--- src/rtl/lieat_exu_wbarb.sv ---
// lieat_exu_wbarb: N-channel execute-stage writeback arbiter.
//
// Collects completed results from the execution units and issues at most one
// writeback per cycle through a registered output stage. Arbitration is either
// fixed priority (channel 0 highest) or round-robin, selected by RR_MODE.
//
// Ports:
//   clock, reset     rising-edge clock, asynchronous active-low reset
//   ch_valid/ready   per-channel result handshake (ready is combinational)
//   ch_pc/en/rd/data per-channel result payload, channel i at [i*W +: W]
//   ch_tag           per-channel sideband: bit0 = lsu/mmio, bit1 = ebreak
//   wb_stall         downstream cannot take a new writeback
//   wbck_o_*         registered writeback (valid, source channel, payload)
//   conflict_cnt     saturating count of cycles with two or more requesters
module lieat_exu_wbarb #(
   parameter int unsigned NCH     = 5,
   parameter int unsigned XLEN    = 32,
   parameter int unsigned RIDX    = 5,
   parameter int unsigned RR_MODE = 1,
   parameter int unsigned CNTW    = 16,
   localparam int unsigned CW     = (NCH > 1) ? $clog2(NCH) : 1
) (
   input  logic                clock,
   input  logic                reset,
   input  logic [NCH-1:0]      ch_valid,
   output logic [NCH-1:0]      ch_ready,
   input  logic [NCH*XLEN-1:0] ch_pc,
   input  logic [NCH-1:0]      ch_en,
   input  logic [NCH*RIDX-1:0] ch_rd,
   input  logic [NCH*XLEN-1:0] ch_data,
   input  logic [NCH*2-1:0]    ch_tag,
   input  logic                wb_stall,
   output logic                wbck_o_valid,
   output logic [CW-1:0]       wbck_o_ch,
   output logic [XLEN-1:0]     wbck_o_pc,
   output logic                wbck_o_en,
   output logic [RIDX-1:0]     wbck_o_rd,
   output logic [XLEN-1:0]     wbck_o_data,
   output logic                wbck_o_lsu,
   output logic                wbck_o_ebreak,
   output logic [CNTW-1:0]     conflict_cnt
);

   logic [CW-1:0]   rr_ptr;
   logic [CW-1:0]   gidx;
   logic            gany;
   logic            load;
   logic            multi_req;
   int unsigned     nreq;
   logic [XLEN-1:0] sel_pc;
   logic [XLEN-1:0] sel_data;
   logic [RIDX-1:0] sel_rd;
   logic            sel_en;
   logic [1:0]      sel_tag;

   assign load = !wbck_o_valid || !wb_stall;

   // Grant search. The first pass only considers channels at or above rr_ptr
   // (every channel in fixed-priority mode); the second pass supplies the
   // wrap-around to the channels below rr_ptr.
   always_comb begin
      gany = 1'b0;
      gidx = '0;
      for (int unsigned i = 0; i < NCH; i++) begin
         if (!gany && ch_valid[i] && (RR_MODE == 0 || CW'(i) >= rr_ptr)) begin
            gany = 1'b1;
            gidx = CW'(i);
         end
      end
      for (int unsigned i = 0; i < NCH; i++) begin
         if (!gany && ch_valid[i]) begin
            gany = 1'b1;
            gidx = CW'(i);
         end
      end
   end

   // Payload mux for the granted channel.
   always_comb begin
      sel_pc   = '0;
      sel_data = '0;
      sel_rd   = '0;
      sel_en   = 1'b0;
      sel_tag  = '0;
      for (int unsigned i = 0; i < NCH; i++) begin
         if (gidx == CW'(i)) begin
            sel_pc   = ch_pc[i*XLEN +: XLEN];
            sel_data = ch_data[i*XLEN +: XLEN];
            sel_rd   = ch_rd[i*RIDX +: RIDX];
            sel_en   = ch_en[i];
            sel_tag  = ch_tag[i*2 +: 2];
         end
      end
   end

   // Ready is gated by reset so no source sees an acceptance that is dropped.
   always_comb begin
      ch_ready = '0;
      for (int unsigned i = 0; i < NCH; i++) begin
         ch_ready[i] = reset && load && gany && (gidx == CW'(i));
      end
   end

   always_comb begin
      nreq = 0;
      for (int unsigned i = 0; i < NCH; i++) begin
         if (ch_valid[i]) nreq = nreq + 1;
      end
      multi_req = (nreq >= 2);
   end

   always_ff @(posedge clock or negedge reset) begin
      if (!reset) begin
         wbck_o_valid  <= 1'b0;
         wbck_o_ch     <= '0;
         wbck_o_pc     <= '0;
         wbck_o_en     <= 1'b0;
         wbck_o_rd     <= '0;
         wbck_o_data   <= '0;
         wbck_o_lsu    <= 1'b0;
         wbck_o_ebreak <= 1'b0;
         conflict_cnt  <= '0;
         rr_ptr        <= '0;
      end else begin
         if (multi_req && (conflict_cnt != '1)) conflict_cnt <= conflict_cnt + CNTW'(1);
         if (load) begin
            wbck_o_valid <= gany;
            if (gany) begin
               wbck_o_ch     <= gidx;
               wbck_o_pc     <= sel_pc;
               wbck_o_en     <= sel_en && (sel_rd != '0);
               wbck_o_rd     <= sel_rd;
               wbck_o_data   <= sel_data;
               wbck_o_lsu    <= sel_tag[0];
               wbck_o_ebreak <= sel_tag[1];
               rr_ptr        <= (gidx == CW'(NCH - 1)) ? '0 : gidx + CW'(1);
            end
         end
      end
   end

endmodule

--- config.mk ---
export PLATFORM = sky130hd
export DESIGN_NAME = lieat_exu_wbarb
export DESIGN_NICKNAME = d
export VERILOG_FILES = /design/src/rtl/lieat_exu_wbarb.sv
export SDC_FILE = /design/constraint.sdc
export NUM_CORES = 1
export LEC_CHECK = 0
export CAP_MARGIN = 10
export CORE_AREA = 2 2 180 182
export CTS_BUF_LIST = sky130_fd_sc_hd__clkbuf_4 sky130_fd_sc_hd__clkbuf_8 sky130_fd_sc_hd__clkbuf_16
export DETAILED_ROUTE_END_ITERATION = 16
export DIE_AREA = 0 0 182 184
export GPL_TIMING_DRIVEN = 1
export PLACE_DENSITY = 0.51
export SKIP_LAST_GASP = 1
export SLEW_MARGIN = 20
export SYNTH_ARGS = -nofsm -noshare
export SYNTH_HDL_FRONTEND = slang
export SYNTH_SLANG_ARGS = --single-unit
--- constraint.sdc ---
create_clock -name clock -period 5.4 [get_ports clock]
set_clock_uncertainty 0.2 [all_clocks]
set_input_delay 1.08 -clock clock [delete_from_list [all_inputs] [get_ports clock]]
set_output_delay 1.08 -clock clock [all_outputs]
set_load 0.01 [all_outputs]
==> summary.md <==
| Metric | Value |
|---|---|
| Starting density of the core | about 22% |
| Hold WC Path Type | reg -> reg |
| Mapped Cells | 958 |
| Largest family of logic cells by synthesized area | compound AO/OA/AOI/OAI gates |
| PortBufs | 464 |
| Final hold viol count | 0 |
| Mux contribution to synthesized area | 0.163% |
| Syn nets | 1336 |
| Worst slew margin | 35.5% |
| Part of the power in registers | 22.9% |
| Worst r2r src | rr_ptr[1] |
| Synth Cell Area | slightly below 0.007 mm² |
| CTS tree | yes |
| Area growth from synthesis to layout | 77.2% |
| CTS Hold Bufs | 0 |
| Slew Viols, Final | 0 |
| Most common cell after layout, fill and taps aside | clkdlybuf4s50_1 |
| #FFs+latches synth | 95 |
| Cell Int Power | 0.00300 W |
| Area share of fa/ha/maj cells after synthesis | 1.81% |
| Area after DPL | 0.0119 mm² |
| IO Pins | 465 |
| Post-synthesis xor/xnor area fraction | 2.62% |
| CTS sink count | 95 |
| P per Cell Area | 448 mW/mm² |
| Hold_sp | wbck_o_ch[0] |
| Fillers | 3276 |
| Vias after detailed routing | 8664 |
| Clock Path Buffers | 2 |
| Critical Path Fanout Max | 8 |
| CTS root buf | clkbuf_16 |
| Mean Syn Cell Area | 7.23 µm² |
| Horiz. Die Dim | 182 µm |
| Largest stage delay, worst path | 0.72 ns |
| Drt first pass iters | 4 |
| Inserted Diodes | 0 |
| WP data arrival | 3.94 ns |
| Final antenna-violating net count | 0 |
| Slew at the pin closest to its max-slew limit | 0.962 ns |
| Crit-path cells | clkdlybuf4s50_1, inv_1, o22a_1, o32a_1, inv_1, ha_1, ha_4, and3_1, clkdlybuf4s50_1 |
| # nets final | roughly 1700 |
| Status | finished, final reports clean |
| H-tree Lvls | 3 |
| Compound-Gate Fraction of Synth Area | between 20% and 30% |
| Fin area | 0.0123 mm² |
| Simple-gate share of the synthesized area | 25.3% |
| Die Y | 184 µm |
| Via/cell ratio | 4.89 |
| Total gr overflow | 0 |
| Slowest stage cell, crit path | clkdlybuf4s50_1 |
| Inserted Clock Buffers | 9 |
| Residual DRC | 0 |
| Top FF cell, synth | dfrtp_1 |
| Critical Path End Type | primary output |
| Fin crit share | 96.7% |
| Post-DR wirelength/cell | 20.5 µm |
| Starting DRT DRC Count | around 450 |
| Peak VDD IR | 0.000363 V |
| Core Region | 0.0314 mm² |
| Total GRT Usage | about a fifth |
| Worst-Skew Late Latency | 0.35 ns |
| Data required, critical path | 4.12 ns |
| Fmax | 191 MHz |
| Switching Share | roughly 45% |
| Layout cell share with drive strength beyond 1 | 4.74% |
| Gpl congestion | 0.843 |
| Multi-input logic area | 0.00418 mm² |
| Crit path kind | in -> out |
| Worst Setup SP | ch_valid[3] |
| HPWL Detailed | 27600 µm |
| Post-CTS Setup Inserts | 0 |
| Slack of the critical path | 0.177 ns |
| Global-route wire length before repair | approximately 53000 µm |
| Synth warn | 0 |
| Final min period | 5.22 ns |
| Cts repair resizes | 0 |
| Routed Wire Length | ~36000 µm |
| Post-synth EDFFs | 0 |
| Maximum Capacitance Violations | 0 |
| Comb power frac | 64.2% |
| Setup TNS | 0 ns |
| Final setup viols | 0 |
| Antenna violations before repair | 1 |
| Net switching power | 0.00249 W |
| RSZ-0062 raised after global routing | no |
| Clk pwr share | 12.9% |
| Leak | 4.59 nW |
| Post-synth cell types | 58 |
| Row Count | 65 |
| Sequential cell area fraction in the yosys report | 34.3% |
| CP Launch Type | input port |
| Clock slew at reported path FFs | 0.07 ns |
| Pre-CTS setup slack | ~0.17 ns |
| Ys async rst share | 100% |
| Most frequent cells in the layout | clkdlybuf4s50_1, nand2_1, nor2_1, dfrtp_1, a31oi_1 |
| Area occupied by registers | 0.00238 mm² |
| Largest net degree at the start of global routing | 141 |
| DIE AREA | between 0.03 and 0.04 mm² |
| Vias in the first global route | 8511 |
[sequential cells by signal (all words and copies together), names as in the netlist]
| signal | flops |
|---|---|
| wbck_o_lsu | 1 |
| conflict_cnt | 16 |
| wbck_o_pc | 32 |
| wbck_o_rd | 5 |
| rr_ptr | 3 |
| wbck_o_ch | 3 |
| wbck_o_en | 1 |
| wbck_o_data | 32 |
| wbck_o_ebreak | 1 |
| wbck_o_valid | 1 |
[layout make-up]
class	instances	area share, %
Tap cell	402	4.10
Clock buffer	11	2.06
Sequential cell	95	19.4
Multi-Input combinational cell	763	34.1
Inverter	9	0.275
Clock inverter	5	0.520
Timing Repair Buffer	487	39.6
[routing by layer]
metal | wire length [µm] | global-route usage [%] | share of wire [%]
met1 | 14100 | 23.7 | 39
met2 | 18900 | 39.1 | 52
met3 | 2760 | 4.97 | 7.6
met4 | 475 | 4.52 | 1.3
met5 | 13 | 0 | 0.036
[synthesized netlist by cell type, drive strengths merged (2+ instances only)]
master,n,share of area (%)
clkbuf,40,2.2
nand3,13,0.94
ha,10,1.8
xor2,2,0.36
a221oi,5,0.63
o211a,2,0.29
xnor2,17,2.3
a21oi,71,5.1
and3,11,0.99
o21a,2,0.22
nand3b,5,0.54
nor2,145,7.9
nor4b,2,0.25
nor2b,2,0.18
nand2,219,12
nand4,7,0.63
buf,51,3.9
and2,2,0.22
nor4,2,0.27
a31oi,74,6.7
o31ai,3,0.52
inv,9,0.49
nor3b,2,0.22
a32oi,63,8.0
dfrtp,95,34
nor3,8,0.65
a22oi,2,0.22
o21ai,77,5.7
[power by group through the flow]
| stage | logic [W] | registers (W) | clock network (W) |
|---|---|---|---|
| 6_report | 0.00353 | 0.00126 | 0.000709 |
| 5_1_grt | 0.00388 | 0.00130 | 0.000759 |
| 4_1_cts | 0.00359 | 0.00126 | 0.000732 |
| 3_5_place_dp | 0.00358 | 0.00127 | 0 |
| 3_3_place_gp | 0.00357 | 0.00126 | 0 |
| 2_1_floorplan | 0.00176 | 0.00137 | 0 |
[through the flow]
step           util [%]  hold slack [ns]  total power (W)  std cells
3_5_place_dp       38.1            0.278          0.00485       1756
5_1_grt            39.1            0.307          0.00594       1772
3_3_place_gp       38.1            0.270          0.00483       1756
6_report           39.1            0.287          0.00549       1772
2_1_floorplan         -            0.313          0.00313        958
4_1_cts            39.1            0.295          0.00558       1772
[cell families (layout without fill, tap and decap cells)]
kind of cell               after synthesis  after routing
adders and majority gates               10             10
muxes                                    1              1
DFF                                     95             95
and+or+nand+nor                        422            422
buffers and inverters                  100            512
xor gates and xnor gates                19             19
AOI/OAI and AO/OA                      311            311
[path summary, 6_finish.rpt]
kind	depth (start not counted)	end	slack, ns
max	9	ch_ready[3]	0.18
min	2	wbck_o_ch[0]	0.29
max reg2reg	13	wbck_o_en	1.67
min reg2reg	2	wbck_o_ch[0]	0.29
max in group asynchronous	3	wbck_o_pc[0]	3.10
min in group asynchronous	1	wbck_o_en	0.35
[critical path, delay by kind of cell]
kind,cells,cell delay (ns)
AO/OA/AOI/OAI,2,0.65
adder cells (fa/ha/maj),2,0.35
buffers and inverters,4,1.71
AND/OR/NAND/NOR,1,0.15
Power figures use the tool's default switching activity.
